**config.mk**
```make
export PLATFORM = sky130hd
export DESIGN_NAME = goal_detector
export DESIGN_NICKNAME = d
export VERILOG_FILES = /design/src/rtl/goal_detector.sv
export SDC_FILE = /design/constraint.sdc
export NUM_CORES = 1
export LEC_CHECK = 0
export ABC_AREA = 1
export CORE_ASPECT_RATIO = 0.5
export CORE_MARGIN = 2
export CORE_UTILIZATION = 57
export CTS_CLUSTER_DIAMETER = 200
export CTS_CLUSTER_SIZE = 20
export DETAILED_ROUTE_END_ITERATION = 10
export PLACE_DENSITY_LB_ADDON = 0.2
export SYNTH_ARGS = -nofsm -noshare
export SYNTH_HDL_FRONTEND = slang
export SYNTH_SLANG_ARGS = --single-unit
```
**constraint.sdc**
```tcl
create_clock -name clk -period 4.65 [get_ports clk]
set_clock_uncertainty 0.2 [all_clocks]
set_input_delay 0.93 -clock clk [delete_from_list [all_inputs] [get_ports clk]]
set_output_delay 0.93 -clock clk [all_outputs]
set_load 0.02 [all_outputs]
```
**src/rtl/goal_detector.sv**
```systemverilog
`default_nettype none
// ============================================================================
//  Module   : goal_detector
//  Purpose  : Conditions the raw active-low IR beam-break sensor of the basket
//             game. The sensor input is synchronized, sampled on a slow tick
//             and debounced with hysteresis. Rim rattles are absorbed by a
//             hold-off window, and a stuck or blocked sensor is flagged.
//             The block emits one single-cycle goal pulse per ball, keeps a
//             saturating goal tally and reports busy/fault status.
//  Revision : 1.0  initial release
// ============================================================================
module goal_detector #(
    parameter int SAMPLE_DIV  = 1000000,
    parameter int DEB_LEN     = 8,
    parameter int HOLDOFF_CYC = 50000000,
    parameter int STUCK_CYC   = 300000000
) (
    input  logic       clk,
    input  logic       rst,
    input  logic       sensor_n,
    input  logic       enable,
    input  logic       clr,
    output logic       goal_pulse,
    output logic [7:0] goal_cnt,
    output logic       busy,
    output logic       fault
);

    localparam int                 CW           = (SAMPLE_DIV > 1) ? $clog2(SAMPLE_DIV) : 1;
    localparam logic [CW-1:0]      C_TICK_LAST  = CW'(SAMPLE_DIV - 1);
    localparam logic [31:0]        C_HOLDOFF    = 32'(HOLDOFF_CYC);
    localparam logic [31:0]        C_STUCK_LAST = 32'(STUCK_CYC - 1);
    localparam logic [DEB_LEN-1:0] C_ALL_ONES   = {DEB_LEN{1'b1}};
    localparam logic [DEB_LEN-1:0] C_ALL_ZEROS  = {DEB_LEN{1'b0}};

    typedef enum logic [1:0] {
        ST_IDLE    = 2'd0,
        ST_BLOCKED = 2'd1,
        ST_HOLDOFF = 2'd2,
        ST_FAULT   = 2'd3
    } state_t;

    // Synchronizer and sampling chain
    logic               sync1_q;
    logic               sync2_q;
    logic [CW-1:0]      tick_cnt_q;
    logic [CW-1:0]      tick_cnt_d;
    logic               tick;
    logic [DEB_LEN-1:0] shift_q;
    logic [DEB_LEN-1:0] shift_d;
    logic               deb_q;
    logic               deb_d;
    logic               rise_q;
    logic               fall_q;

    // Goal state machine
    state_t             state_q;
    state_t             state_d;
    logic [31:0]        timer_q;
    logic [31:0]        timer_d;
    logic               pulse_q;
    logic               pulse_d;
    logic [7:0]         cnt_q;
    logic [7:0]         cnt_d;
    logic               busy_q;
    logic               fault_q;

    // Two-flop synchronizer; the inversion makes 1 mean "beam blocked"
    always_ff @(posedge clk) begin
        if (rst) begin
            sync1_q <= 1'b0;
            sync2_q <= 1'b0;
        end else begin
            sync1_q <= ~sensor_n;
            sync2_q <= sync1_q;
        end
    end

    // Sample tick generation and hysteresis level decision
    always_comb begin
        tick       = (tick_cnt_q == C_TICK_LAST);
        tick_cnt_d = tick ? '0 : (tick_cnt_q + CW'(1));
        shift_d    = shift_q;
        deb_d      = deb_q;
        if (tick) begin
            shift_d = {shift_q[DEB_LEN-2:0], sync2_q};
            if (shift_d == C_ALL_ONES) begin
                deb_d = 1'b1;
            end else if (shift_d == C_ALL_ZEROS) begin
                deb_d = 1'b0;
            end
        end
    end

    // Debounce registers; rise/fall flags mark the first cycle of a new level
    always_ff @(posedge clk) begin
        if (rst) begin
            tick_cnt_q <= '0;
            shift_q    <= '0;
            deb_q      <= 1'b0;
            rise_q     <= 1'b0;
            fall_q     <= 1'b0;
        end else begin
            tick_cnt_q <= tick_cnt_d;
            shift_q    <= shift_d;
            deb_q      <= deb_d;
            rise_q     <= deb_d & ~deb_q;
            fall_q     <= ~deb_d & deb_q;
        end
    end

    // Next-state, shared timer, goal pulse and tally decisions
    always_comb begin
        state_d = state_q;
        timer_d = timer_q;
        pulse_d = 1'b0;
        cnt_d   = cnt_q;
        case (state_q)
            ST_IDLE: begin
                // enable only matters on the edge that starts a new ball
                if (rise_q) begin
                    state_d = ST_BLOCKED;
                    timer_d = '0;
                    pulse_d = enable;
                end
            end
            ST_BLOCKED: begin
                timer_d = timer_q + 32'd1;
                if (fall_q) begin
                    state_d = ST_HOLDOFF;
                    timer_d = C_HOLDOFF;
                end else if (timer_q == C_STUCK_LAST) begin
                    state_d = ST_FAULT;
                end
            end
            ST_HOLDOFF: begin
                if (timer_q != 32'd0) begin
                    timer_d = timer_q - 32'd1;
                end
                // A re-block inside the window is the same ball rattling
                if (rise_q) begin
                    state_d = ST_BLOCKED;
                    timer_d = '0;
                end else if ((timer_q == 32'd0) && !deb_q) begin
                    state_d = ST_IDLE;
                end
            end
            ST_FAULT: begin
                if (!deb_q) begin
                    state_d = ST_IDLE;
                end
            end
            default: begin
                state_d = ST_IDLE;
            end
        endcase

        // clr takes priority over a coincident goal
        if (clr) begin
            cnt_d = '0;
        end else if (pulse_d && (cnt_q != 8'hFF)) begin
            cnt_d = cnt_q + 8'd1;
        end
    end

    // State, timer and registered outputs
    always_ff @(posedge clk) begin
        if (rst) begin
            state_q <= ST_IDLE;
            timer_q <= '0;
            pulse_q <= 1'b0;
            cnt_q   <= '0;
            busy_q  <= 1'b0;
            fault_q <= 1'b0;
        end else begin
            state_q <= state_d;
            timer_q <= timer_d;
            pulse_q <= pulse_d;
            cnt_q   <= cnt_d;
            busy_q  <= (state_d != ST_IDLE);
            fault_q <= (state_d == ST_FAULT);
        end
    end

    assign goal_pulse = pulse_q;
    assign goal_cnt   = cnt_q;
    assign busy       = busy_q;
    assign fault      = fault_q;

endmodule
`default_nettype wire
```
==> results_dict.tcl <==
set metrics [dict create \
    drv_cap 0 \
    cts_setup_buffers 0 \
    pre_cts_slack_ns 1.456 \
    netlist_area_um2 5694 \
    synth-seq-cells 77 \
    synth_nets 991 \
    final.setup.tns_ns 0 \
    num_vias 6078 \
    post_cts_resized 0 \
    root_buffer "clkbuf_16" \
    place_inst 1087 \
    max-slew-margin-rel 0.4638 \
    grt-ovfl-total 0 \
    insertion_delay_ns 0.34 \
    crit_slowest_cell "nor2_4" \
    num_antenna_cells 0 \
    gp_congestion 0.9960 \
    start_kind "flop" \
    end_kind "flop" \
    antenna_found_initial 0 \
    synth_async_sr_flop_share 0 \
    worstPathArrival_ns 3.04 \
    cp_slowest_stage_delay_ns 0.68 \
    drive_gt1_frac 0.05372 \
    fin_crit_ns 2.976 \
    run_status "complete, no violations" \
    synth_top_area_frac 0.2707 \
    crit_family "simple AND/OR/NAND/NOR gates" \
    ys_seq_area_frac 0.2707 \
    rsz0062_at_grt "no" \
    dieWidth_um 145.4 \
    cts_buffer_depth 2 \
    numCtsBuffers 9 \
    drt_wl_total_um 14810 \
    grt_max_degree 40 \
    required_ns 4.72 \
    finalHoldViolCount 0 \
    ctsHoldBuffers 0 \
    drcViolationCount 0 \
    ant_nets 0 \
    core-area_um2 9572 \
    hpwl_um 10690 \
    leakage_nw 2.490 \
    synth_ff_type "dfxtp_1" \
    pin_count 16 \
    port-buffer-count 15 \
    grt_pass1_wl_um 24670 \
    nets 976 \
    cp_cell_sequence "inv_1 -> ha_1 -> inv_1 -> o21ai_0 -> nand2_8 -> nor2_4 -> o21ai_0 -> a21oi_1" \
    path_class "reg -> reg" \
    htree_num_levels 3 \
    fp-row-count 25 \
    wl_per_cell_um 13.42 \
    drt_pass1_iterations 5 \
    vdd_drop_max_mv 0.1799 \
    cts.clk_slew.worst_paths_ns 0.06 \
    dieArea_um2 10850 \
    yosys.area.top_type "dfxtp_1" \
    syn_area_per_cell_um2 5.822 \
    start_util 0.5949 \
    worst_pin_slew_ns 0.8024 \
    final_max_slew_viol_count 0 \
    dr.first_iter.drc_count 439 \
    fin_cells 1103 \
    grt_pass1_vias 5397 \
    setup_slack_ns 1.674 \
    cellPowerDensity_nw_per_um2 234.0 \
    cts.sinks 77 \
    die-height_um 74.68 \
    hold_path.class "reg -> reg" \
    cts_tree "built" \
    critPathBufInv 2 \
    syn_inst 978 \
    fmax_mhz 336.0 \
    cp_max_fo 33 \
    area_growth_syn_to_layout_pct 6.592 \
    grt_use_total 0.2803 \
    ys_warn_count 0 \
    fillers 932 \
    synth_edf_count 0 \
    yosys-top-cells-area "dfxtp_1 27%, nand2_1 20%, nor2_1 9.4%" \
    via_per_inst 5.510 \
    finalSetupViolCount 0 \
    min_period_over_period 0.6400 \
    synthDistinctLibCells 38 \
]
==> cell families (layout without fill, tap and decap cells) <==
logic type / Yosys count / in the layout / share of synthesized area
adders and majority gates: 8 / 8 / 0.01758
DFF: 77 / 77 / 0.2707
xor gates and xnor gates: 10 / 10 / 0.01538
and+or+nand+nor: 609 / 609 / 0.4636
buffers and inverters: 149 / 139 / 0.1173
AOI/OAI and AO/OA: 125 / 125 / 0.1154
==> stage by stage <==
| stage | area [µm²] | util | hold WS, ns | total power, mW |
|---|---|---|---|---|
| 2_1_floorplan | 5694 | - | 0.1883 | 0.6932 |
| 3_3_place_gp | 5762 | 0.6020 | 0.1912 | 0.7001 |
| 3_5_place_dp | 5762 | 0.6020 | 0.2062 | 0.7004 |
| 4_1_cts | 6070 | 0.6341 | 0.2146 | 1.430 |
| 5_1_grt | 6070 | 0.6341 | 0.2301 | 1.452 |
| 6_report | 6070 | 0.6341 | 0.2122 | 1.421 |
==> path summary, 6_finish.rpt <==
check / startpoint / end / slack [ns] / cells past startpoint
worst max-delay path: state_q[1]$_SDFF_PP0_ / timer_q[8]$_SDFFE_PP0P_ / 1.67 / 8
worst min-delay path: sync1_q$_SDFF_PP0_ / sync2_q$_SDFF_PP0_ / 0.21 / 2
worst min register to register: sync1_q$_SDFF_PP0_ / sync2_q$_SDFF_PP0_ / 0.21 / 2
worst max register to register: state_q[1]$_SDFF_PP0_ / timer_q[8]$_SDFFE_PP0P_ / 1.67 / 8
==> registers in the layout, indices dropped and copies added (netlist names) <==
signal / cells
busy: 1
tick_cnt_q: 20
timer_q: 32
sync1_q: 1
fall_q: 1
goal_cnt: 8
fault: 1
state_q: 2
sync2_q: 1
shift_q: 7
rise_q: 1
goal_pulse: 1
deb_q: 1
==> where the power goes <==
part	leakage, nW	internal, mW	switching (mW)	total, mW
registers	0.621	0.662	0.00222	0.665
clock network	0.149	0.434	0.300	0.735
logic	1.72	0.00680	0.0142	0.0210
==> layout make-up <==
cell class | instances | area, µm² | area share
Sequential cell | 77 | 1541 | 0.2540
Multi-Input combinational cell | 752 | 3485 | 0.5741
Clock inverter | 6 | 68.82 | 0.01134
Timing Repair Buffer | 18 | 172.7 | 0.02845
Tap cell | 135 | 168.9 | 0.02783
Inverter | 105 | 394.1 | 0.06494
Clock buffer | 10 | 239.0 | 0.03937
==> metal layers <==
metal  track usage  vias to the layer above  share of wire
met3       0.06727                       27          0.094
li1              -                     3092              -
met2        0.4787                      256           0.44
met5             0                        -              0
met4        0.1209                        0          0.019
met1        0.3505                     2703           0.45
==> placed cells by master, fill, tap and decap left out, types with 2 or more instances in the layout <==
master and count:
a21oi_1 60, a31oi_1 3, buf_4 3, clkbuf_16 9, clkdlybuf4s50_1 15, clkinv_1 2, dfxtp_1 77, ha_1 8
inv_1 101, inv_2 2, inv_6 2, nand2_1 304, nand2_2 3, nand2_4 2, nand3_1 82, nand3b_1 4
nand4_1 21, nor2_1 142, nor2_2 16, nor2_4 4, nor3_1 16, nor3b_1 5, nor4_1 5, o211ai_1 2
o21ai_0 52, o21bai_1 2, o22ai_1 3, or2_2 2, xnor2_1 2, xor2_1 8
==> worst register-to-register path, stage by stage (launching register included) <==
cell     delay (ns)
dfxtp_1        0.39
inv_1          0.11
ha_1           0.28
inv_1          0.07
o21ai_0        0.50
nand2_8        0.26
nor2_4         0.68
o21ai_0        0.24
a21oi_1        0.18
==> Yosys cell counts (2+ instances only) <==
library cell and number:
xnor2_1 2, o21bai_1 2, inv_2 2, buf_6 9, nand2_1 304, nand2_2 3, buf_4 4, nand3_1 82
nor2_2 16, buf_1 2, o21ai_0 52, ha_1 8, dfxtp_1 77, inv_1 101, nor3b_1 5, nand2_4 2
o22ai_1 3, or2_2 2, clkinv_1 2, o211ai_1 2, nand3b_1 4, a21oi_1 60, nor2_1 142, nand4_1 21
nor3_1 16, nor4_1 5, xor2_1 8, nor2_4 4, a31oi_1 3, clkbuf_1 8, buf_2 20
Power figures use the tool's default switching activity.
